[src/rtl/mem_arb_pkg.sv]
// Shared types and helpers for the icache/data memory-port arbiter.
package mem_arb_pkg;

    typedef enum logic [1:0] {
        StIdle,
        StIssue,
        StWait
    } state_e;

    localparam logic OWN_IC = 1'b0;
    localparam logic OWN_D  = 1'b1;

    // Word index within an icache line; line_words must be a power of two.
    function automatic int unsigned line_offset(input logic [63:0] addr,
                                                input int unsigned line_words);
        logic [63:0] word_idx;
        word_idx = addr >> 2;
        return word_idx[31:0] & (line_words - 1);
    endfunction

endpackage

[src/rtl/mem_arb_pick.sv]
// Combinational grant decision: line lock first, then data (bounded by streak), then icache.
module mem_arb_pick
    import mem_arb_pkg::*;
#(
    parameter int unsigned DATA_STREAK = 4,
    parameter int unsigned STREAK_W    = 3
) (
    input  logic                ic_req,
    input  logic                d_req,
    input  logic                lock,
    input  logic [STREAK_W-1:0] streak,
    output logic                grant_ic,
    output logic                grant_d
);

    localparam logic [STREAK_W-1:0] StreakMax = STREAK_W'(DATA_STREAK);

    logic ic_locked;
    logic d_ok;

    always_comb begin
        ic_locked = lock && ic_req;
        d_ok      = d_req && (!ic_req || (streak < StreakMax));
        grant_d   = !ic_locked && d_ok;
        grant_ic  = ic_locked || (ic_req && !d_ok);
    end

endmodule

[src/rtl/mem_arbiter.sv]
// Two-master, single-outstanding arbiter for the shared memory port (icache refill vs data).
module mem_arbiter
    import mem_arb_pkg::*;
#(
    parameter int unsigned ADDR_WIDTH  = 32,
    parameter int unsigned DATA_WIDTH  = 32,
    parameter int unsigned LINE_WORDS  = 4,
    parameter int unsigned DATA_STREAK = 4
) (
    input  logic                    clk,
    input  logic                    rst_n,
    input  logic                    ic_req,
    input  logic [ADDR_WIDTH-1:0]   ic_addr,
    output logic [DATA_WIDTH-1:0]   ic_data,
    output logic                    ic_valid,
    input  logic                    d_req,
    input  logic                    d_we,
    input  logic [ADDR_WIDTH-1:0]   d_addr,
    input  logic [DATA_WIDTH-1:0]   d_wdata,
    input  logic [DATA_WIDTH/8-1:0] d_wstrb,
    output logic [DATA_WIDTH-1:0]   d_rdata,
    output logic                    d_valid,
    output logic                    mem_req,
    output logic                    mem_we,
    output logic [ADDR_WIDTH-1:0]   mem_addr,
    output logic [DATA_WIDTH-1:0]   mem_wdata,
    output logic [DATA_WIDTH/8-1:0] mem_wstrb,
    input  logic                    mem_ready,
    input  logic [DATA_WIDTH-1:0]   mem_rdata,
    input  logic                    mem_rvalid
);

    localparam int unsigned STREAK_W = $clog2(DATA_STREAK) + 1;
    localparam logic [STREAK_W-1:0] StreakMax = STREAK_W'(DATA_STREAK);

    state_e                  state_q, state_d;
    logic                    owner_q, owner_d;
    logic                    lock_q, lock_d;
    logic [STREAK_W-1:0]     streak_q, streak_d;
    logic                    mem_req_q, mem_req_d;
    logic                    mem_we_q, mem_we_d;
    logic [ADDR_WIDTH-1:0]   mem_addr_q, mem_addr_d;
    logic [DATA_WIDTH-1:0]   mem_wdata_q, mem_wdata_d;
    logic [DATA_WIDTH/8-1:0] mem_wstrb_q, mem_wstrb_d;

    logic grant_ic;
    logic grant_d;
    logic ic_match;
    logic line_end;

    mem_arb_pick #(
        .DATA_STREAK(DATA_STREAK),
        .STREAK_W   (STREAK_W)
    ) u_pick (
        .ic_req  (ic_req),
        .d_req   (d_req),
        .lock    (lock_q),
        .streak  (streak_q),
        .grant_ic(grant_ic),
        .grant_d (grant_d)
    );

    assign ic_match = ic_req && (ic_addr == mem_addr_q);
    assign line_end = line_offset(64'(mem_addr_q), LINE_WORDS) == (LINE_WORDS - 1);

    always_comb begin
        state_d     = state_q;
        owner_d     = owner_q;
        lock_d      = lock_q;
        streak_d    = streak_q;
        mem_req_d   = mem_req_q;
        mem_we_d    = mem_we_q;
        mem_addr_d  = mem_addr_q;
        mem_wdata_d = mem_wdata_q;
        mem_wstrb_d = mem_wstrb_q;
        ic_valid    = 1'b0;
        ic_data     = '0;
        d_valid     = 1'b0;
        d_rdata     = '0;

        case (state_q)
            StIdle: begin
                if (!ic_req) begin
                    lock_d   = 1'b0;
                    streak_d = '0;
                end
                if (grant_d) begin
                    owner_d     = OWN_D;
                    mem_req_d   = 1'b1;
                    mem_we_d    = d_we;
                    mem_addr_d  = d_addr;
                    mem_wdata_d = d_wdata;
                    mem_wstrb_d = d_wstrb;
                    state_d     = StIssue;
                    if (ic_req && (streak_q != StreakMax)) begin
                        streak_d = streak_q + 1'b1;
                    end
                end else if (grant_ic) begin
                    owner_d     = OWN_IC;
                    mem_req_d   = 1'b1;
                    mem_we_d    = 1'b0;
                    mem_addr_d  = ic_addr;
                    mem_wdata_d = '0;
                    mem_wstrb_d = '0;
                    streak_d    = '0;
                    state_d     = StIssue;
                end
            end
            StIssue: begin
                if (mem_ready) begin
                    mem_req_d = 1'b0;
                    state_d   = StWait;
                end
            end
            StWait: begin
                if (mem_rvalid) begin
                    state_d = StIdle;
                    if (owner_q == OWN_D) begin
                        d_valid = 1'b1;
                        d_rdata = mem_rdata;
                    end else if (ic_match) begin
                        ic_valid = 1'b1;
                        ic_data  = mem_rdata;
                        lock_d   = !line_end;
                    end else begin
                        // Requester abandoned this word (e.g. invalidate): drop it, unlock line.
                        lock_d = 1'b0;
                    end
                end
            end
            default: state_d = StIdle;
        endcase
    end

    always_ff @(posedge clk) begin
        if (!rst_n) begin
            state_q     <= StIdle;
            owner_q     <= OWN_IC;
            lock_q      <= 1'b0;
            streak_q    <= '0;
            mem_req_q   <= 1'b0;
            mem_we_q    <= 1'b0;
            mem_addr_q  <= '0;
            mem_wdata_q <= '0;
            mem_wstrb_q <= '0;
        end else begin
            state_q     <= state_d;
            owner_q     <= owner_d;
            lock_q      <= lock_d;
            streak_q    <= streak_d;
            mem_req_q   <= mem_req_d;
            mem_we_q    <= mem_we_d;
            mem_addr_q  <= mem_addr_d;
            mem_wdata_q <= mem_wdata_d;
            mem_wstrb_q <= mem_wstrb_d;
        end
    end

    assign mem_req   = mem_req_q;
    assign mem_we    = mem_we_q;
    assign mem_addr  = mem_addr_q;
    assign mem_wdata = mem_wdata_q;
    assign mem_wstrb = mem_wstrb_q;

endmodule

[config.mk]
export PLATFORM = sky130hd
export DESIGN_NAME = mem_arbiter
export DESIGN_NICKNAME = d
export VERILOG_FILES = /design/src/rtl/mem_arb_pkg.sv /design/src/rtl/mem_arb_pick.sv /design/src/rtl/mem_arbiter.sv
export SDC_FILE = /design/constraint.sdc
export NUM_CORES = 1
export LEC_CHECK = 0
export BUFFER_PORTS_ARGS = -buffer_cell sky130_fd_sc_hd__buf_4
export CORE_AREA = 2 2 106 108
export CTS_CLUSTER_DIAMETER = 60
export DETAILED_ROUTE_END_ITERATION = 10
export DIE_AREA = 0 0 108 110
export GPL_ROUTABILITY_DRIVEN = 0
export PLACE_DENSITY = 0.77
export SLEW_MARGIN = 40
export SYNTH_ARGS = -nofsm -noshare
export SYNTH_HDL_FRONTEND = slang
export SYNTH_SLANG_ARGS = --single-unit
[constraint.sdc]
create_clock -name clk -period 2.1 [get_ports clk]
set_input_delay 0.315 -clock clk [delete_from_list [all_inputs] [get_ports clk]]
set_output_delay 0.315 -clock clk [all_outputs]
set_load 0.1 [all_outputs]
==> reports/results.tsv, run 1 <==
stage	metric	value	unit
timing	final setup skew	10.8	ps
placement	HPWL after DPL	10.9	mm
drt	Routed Antenna Nets	0	
synthesis	syn avg cell area	8.05	um^2
floorplanning	die height	110	um
synthesis	Cell Area, Synth	3820	um^2
clock_tree	clk sinks	77	
critical_path	worst-path fanout max	8	
synthesis	Synth Net Count	616	
clock_tree	clk_lat worst skew	350	ps
critical_path	Crit. End Element	output port	
clock_tree	root buffer cell	clkbuf_8	
synthesis	synth top area cells	dfxtp_1, and2_1, nor2_1, a311oi_1, a22oi_1	
finish	fill count	803	
timing	Max Clk Rate	378	MHz
finish	Non-Filler Instances	924	
placement	PortBufs	274	
floorplanning	# rows	38	
clock_tree	TritonCTS clock tree	built	
global_route	GRT overflow	0	
synthesis	Synth top area share	40.3	%
synthesis	Synth area leader	dfxtp_1	
finish	Layout Area Growth over Synthesis	95.6	%
synthesis	distinct cell type count after synthesis	36	
critical_path	Critical Path RT	1780	ps
global_route	initial antenna violation count	0	
run_status	outcome	finished, violations left	
power	Int Pwr	2.84	mW
critical_path	crit path launch type	register	
drt	via count	4677	
drt	WL met3	1.20	mm
timing	setup violators final	33	
synthesis	post-synthesis cell count	475	
synthesis	sequential share of the synthesized area	40.3	%
drt	wire length per cell	17.8	um
synthesis	Yosys reg bits	77	
timing	Max transition margin	63.1	%
clock_tree	CTS H-Tree Depth	3	
finish	Multi-input gate area	2250	um^2
synthesis	cell with the most instances after synthesis	nor2_1	
finish	final core utilization	70.0	%
synthesis	top cells by count, synth	nor2_1, dfxtp_1, nand2_1	
drt	DRC viols	0	
floorplanning	Core ar.	10700	um^2
job	maxcap violations	0	
global_route	first-pass GRT wire length	22.2	mm
clock_tree	Reg clk slew, reported paths	90	ps
drt	DR iter-0 viols	250	
power	VDD IR-drop max	446	uV
power	Leakage	3.55	nW
min_path	Hold Path Class	in -> reg	
drt	DR vias/cell	5.06	
timing	Pins Over Slew Limit	0	
timing	Final WS setup	-543	ps
power	sequential power share	34.7	%
global_route	vias in the first global route	4392	
finish	fraction of layout cells with a size suffix above 1	57.8	%
finish	Reg area	1650	um^2
placement	DP Area	6570	um^2
finish	ANT cells	0	
global_route	GR Util All Layers	24.0	%
placement	Placed Cells	902	
finish	fin nets	920	
drt	drt first pass iters	5	
floorplanning	Die Width	108	um
power	Switch Pwr	1.99	mW
floorplanning	die area	11900	um^2
global_route	largest net degree at the start of global routing	65	
floorplanning	Ports	275	
clock_tree	Num CTS Buffers	9	
placement	pre-CTS WS	-352	ps
synthesis	most used flip-flop cell after synthesis	dfxtp_1	
timing	Setup TNS	-17290	ps
timing	Tmin final	2640	ps
floorplanning	Starting Density	35.8	%
finish	Final Cell Area	7480	um^2
power	PD cells	645	nW/um^2
power	total power	4.83	mW
timing	worst hold margin	194	ps
timing	Tcrit/Tclk final	126	%
drt	metal2 WL	8.63	mm
power	Logic pwr share	40.2	%
drt	top sig layer	met4	
synthesis	Async SR Flop Fraction	0	%
timing	Hold Violations, Final	0	
run_status	violated checks	setup timing	
power	Switching Fraction	41.1	%
drt	M1 wire length	6.09	mm
timing	Worst Max-Slew Pin Slew	552	ps
synthesis	EDFF count, synth	0	
timing	RSZ-0062 raised after global routing	yes	
drt	detailed-route wire length	16.5	mm
clock_tree	Clock Path Buffers	2	
critical_path	Worst EP arrival	2330	ps
synthesis	synth warn	0	
critical_path	WS Path Type	reg -> out	
power	Clock Power Share	25.1	%
-- kinds of logic (layout without fill, tap and decap cells) --
kind of cell             Yosys count  after routing  share of synthesized area, %
buffers and inverters             47            356                          5.46
AO/OA/AOI/OAI                     89             89                          18.2
AND/OR/NAND/NOR                  232            232                          29.0
flip-flops                        77             77                          40.3
XOR/XNOR                          28             28                          6.41
adder cells (fa/ha/maj)            2              2                         0.654
-- power by group through the flow --
| stage | clock network (mW) | logic [mW] | registers (mW) |
|---|---|---|---|
| 2_1_floorplan | 0 | 0.416 | 2.55 |
| 3_3_place_gp | 0 | 1.90 | 1.70 |
| 3_5_place_dp | 0 | 1.92 | 1.71 |
| 4_1_cts | 1.25 | 1.93 | 1.67 |
| 5_1_grt | 1.31 | 2.03 | 1.69 |
| 6_report | 1.21 | 1.94 | 1.68 |
-- state kept, by name, indices dropped and copies added (netlist names) --
name,cells
streak_q,3
owner_q,1
mem_we,1
lock_q,1
state_q,2
mem_addr,32
mem_wdata,32
mem_wstrb,4
mem_req,1
-- final timing paths --
path,startpoint,to,slack (ps),cells past startpoint
worst max-delay path,mem_addr[20],ic_data[9],-540,8
worst min-delay path,mem_ready,state_q[0],190,2
worst max register to register,state_q[0],mem_addr[26],440,6
worst min register to register,owner_q,owner_q,490,2
-- final cells by class --
class,count,area share (%)
Multi-Input combinational cell,351,30.0
Clock buffer,11,2.17
Timing Repair Buffer,328,42.0
Clock inverter,5,0.736
Inverter,12,0.602
Tap cell,140,2.34
Sequential cell,77,22.1
-- worst max-delay path: stages (launching register included) --
cell	delay, ps
dfxtp_4	350
xor2_1	170
nor4_2	320
nand3_2	150
nor4_4	300
buf_6	180
buf_6	160
and2_4	160
buf_12	170
-- per-layer routing --
| layer | vias up | GRT usage [%] |
|---|---|---|
| met5 | - | 0 |
| met2 | 207 | 44.0 |
| met1 | 2199 | 26.6 |
| met4 | 0 | 10.1 |
| li1 | 2232 | - |
| met3 | 39 | 5.58 |
-- layout by cell type, fill, tap and decap left out, types with 4 or more instances in the layout --
master	n
buf_6	26
xor2_1	26
clkbuf_8	10
nor4_1	4
buf_4	252
dfxtp_2	4
a21oi_1	6
buf_8	10
inv_1	9
and2_2	20
nor2_1	77
and2_4	41
dfxtp_1	45
dfxtp_4	28
nor4_2	4
a22oi_1	37
a311oi_1	32
buf_12	38
nand2_1	70
-- timing repair --
item	CTS	global route
resized for setup	96	60
pin swaps	1	10
setup buffers	0	1
hold buffers	0	0
endpoints found under the setup margin	33	65
cloned	0	5
Power figures use the tool's default switching activity.
==> run 2, diff against run 1 <==
--- a/config.mk
+++ b/config.mk
@@ -6,12 +6,12 @@
 export NUM_CORES = 1
 export LEC_CHECK = 0
 export BUFFER_PORTS_ARGS = -buffer_cell sky130_fd_sc_hd__buf_4
-export CORE_AREA = 2 2 106 108
+export CORE_MARGIN = 2
+export CORE_UTILIZATION = 37
 export CTS_CLUSTER_DIAMETER = 60
 export DETAILED_ROUTE_END_ITERATION = 10
-export DIE_AREA = 0 0 108 110
 export GPL_ROUTABILITY_DRIVEN = 0
-export PLACE_DENSITY = 0.77
+export PLACE_DENSITY = 0.82
 export SLEW_MARGIN = 40
 export SYNTH_ARGS = -nofsm -noshare
 export SYNTH_HDL_FRONTEND = slang
==> constraint.sdc (replaced) <==
create_clock -name clk -period 2.2 [get_ports clk]
set_input_delay 0.33 -clock clk [delete_from_list [all_inputs] [get_ports clk]]
set_output_delay 0.33 -clock clk [all_outputs]
set_load 0.1 [all_outputs]
==> run 2 against run 1 <==
Compared with the run above:
- the run still ends with setup timing left
- power shrank 11%
- critical path type unchanged
- sequential share of layout area grew 1.8 points
- register-to-register slack gained 20 ps
- combinational power shrank 9%
- via count shrank 2.5%
- non-clock buffer count shrank 24
- die area shrank 6.0%
- global-route usage grew 2.2 points
- cell area shrank 7.4%
==> reports/results.tsv, run 2 (synthesis gave the netlist of run 1 again) <==
stage	metric	value	unit	change
clock_tree	Reg clk slew, reported paths	90	ps	about the same
critical_path	Crit. End Element	output port		
timing	setup violators final	33		unchanged
placement	Placed Cells	880		-2.4%
drt	detailed-route wire length	14.9	mm	-9.4%
critical_path	max incr delay on CP	430	ps	+80 ps
finish	leading cell types in the layout, fill and taps excluded	buf_4, nor2_1, nand2_1		
drt	Routed Antenna Nets	0		unchanged
job	maxcap violations	0		unchanged
clock_tree	root buffer cell	clkbuf_8		
timing	RSZ-0062 raised after global routing	yes		
drt	wire length per cell	16.7	um	-6.6%
floorplanning	Die Width	106	um	-2.2%
timing	Max Clk Rate	372	MHz	
power	total power	4.32	mW	-11%
floorplanning	Ports	275		unchanged
power	Clock Power Share	21.7	%	-3.4 points
power	VDD IR-drop max	432	uV	-3.1%
timing	Tmin final	2690	ps	
run_status	outcome	finished, violations left		
power	PD cells	622	nW/um^2	-3.5%
power	sequential power share	37.3	%	+2.6 points
critical_path	CP max-delay cell	nor4_1		
power	Leakage	3.29	nW	-7.1%
placement	pre-CTS WS	-363	ps	-11.0 ps
power	Switching Fraction	43.5	%	+2.4 points
clock_tree	Clock Path Buffers	2		unchanged
drt	DRC viols	0		unchanged
finish	Non-Filler Instances	896		-3.0%
finish	Layout Area Growth over Synthesis	81.3	%	
timing	Setup TNS	-15030	ps	+2260 ps
clock_tree	TritonCTS clock tree	built		
drt	DR vias/cell	5.09		+0.52%
timing	Max transition margin	59.6	%	-3.6 points
clock_tree	setup bufs post-CTS	0		unchanged
critical_path	most used cell, CP	buf_12		
power	Int Pwr	2.44	mW	-14%
floorplanning	# rows	37		-2.6%
finish	fraction of layout cells with a size suffix above 1	53.4	%	-4.4 points
finish	commonest non-fill, non-tap cell in the layout	buf_4		
timing	Tcrit/Tclk final	122	%	
critical_path	cells along the critical path	xor2_1 -> nor4_1 -> nand2_2 -> nor4_4 -> buf_12 -> and2_2 -> buf_12		
clock_tree	clk sinks	77		unchanged
finish	ANT cells	0		unchanged
drt	DR iter-0 viols	220		-12%
timing	final setup skew	12.0	ps	+1.17 ps
global_route	first-pass GRT wire length	23.4	mm	+5.6%
floorplanning	die height	106	um	-3.9%
global_route	GRT overflow	0		unchanged
critical_path	WS Path Type	reg -> out		
global_route	initial antenna violation count	0		unchanged
global_route	GR Util All Layers	26.2	%	+2.2 points
floorplanning	Starting Density	37.6	%	+1.8 points
clock_tree	clk_lat worst skew	350	ps	about the same
run_status	violated checks	setup timing		
finish	fin nets	896		-2.6%
global_route	vias in the first global route	4718		+7.4%
placement	HPWL after DPL	10.8	mm	-0.74%
timing	Final WS setup	-488	ps	+55.0 ps
critical_path	crit path launch type	register		
drt	via count	4559		-2.5%
timing	Worst Max-Slew Pin Slew	606	ps	+53.5 ps
placement	PortBufs	274		unchanged
min_path	Hold Path Class	in -> reg		
clock_tree	CTS H-Tree Depth	3		unchanged
global_route	largest net degree at the start of global routing	65		unchanged
critical_path	Critical Path RT	1870	ps	+90 ps
floorplanning	Core ar.	10200	um^2	-4.8%
timing	Pins Over Slew Limit	0		unchanged
drt	drt first pass iters	4		-1
finish	fill count	801		-0.25%
critical_path	worst-path fanout max	33		+25
floorplanning	die area	11200	um^2	-6.0%
critical_path	Worst EP arrival	2360	ps	+30 ps
power	Logic pwr share	41.0	%	+0.8 points
timing	Hold Violations, Final	0		unchanged
clock_tree	Num CTS Buffers	9		unchanged
power	Switch Pwr	1.88	mW	-5.5%
-- run 2: worst paths after layout --
path                start  depth (start not counted)  slack [ps]          to
max          mem_addr[15]                          7        -490  ic_data[3]
min             mem_ready                          2         200  state_q[0]
max reg2reg  mem_addr[20]                          6         460      lock_q
min reg2reg       owner_q                          2         500     owner_q
-- run 2: layout make-up --
| class | count | area [um^2] | share of cell area, % |
|---|---|---|---|
| Clock inverter | 6 | 40.0 | 0.578 |
| Inverter | 12 | 45.0 | 0.650 |
| Sequential cell | 77 | 1650 | 23.8 |
| Timing Repair Buffer | 304 | 2710 | 39.1 |
| Tap cell | 136 | 170 | 2.45 |
| Multi-Input combinational cell | 351 | 2190 | 31.5 |
| Clock buffer | 10 | 128 | 1.84 |
-- run 2: power by group through the flow --
stage	clock network, mW	registers, mW	logic [mW]
after detailed placement	0	1.64	1.76
after global routing	1.02	1.62	1.86
after global placement	0	1.63	1.73
after CTS	0.956	1.61	1.77
after floorplan	0	2.43	0.396
final	0.935	1.61	1.77
-- run 2: layer usage --
layer  vias up  GRT usage, %  routed length [um]  part of all wire (%)
li1       2190             -                   -                     -
met3        40          8.23                1310                   8.8
met4         0          11.4                 552                   3.7
met1      2110          28.6                5520                    37
met5         -             0                   0                     0
met2       219          46.5                7540                    51
-- run 2: critical path, delay by kind of cell, from the launching register on --
family,cells,cell delay (ps)
simple gates,4,1090
buf+inv,2,390
flops,1,350
xor+xnor,1,150
-- run 2: timing repair --
item | in CTS | in global routing
setup endpoints to repair | 33 | 39
resized for setup | 97 | 2
hold buffers | 0 | 0
endpoints found under the hold margin | 0 | 0
pin swaps | 0 | 1
-- run 2: stage by stage --
stage,hold slack [ps],area [um^2],utilization (%)
2_1_floorplan,452,4040,-
3_3_place_gp,471,6350,62.4
3_5_place_dp,489,6350,62.4
4_1_cts,182,6920,68.0
5_1_grt,177,6930,68.1
6_report,200,6930,68.1
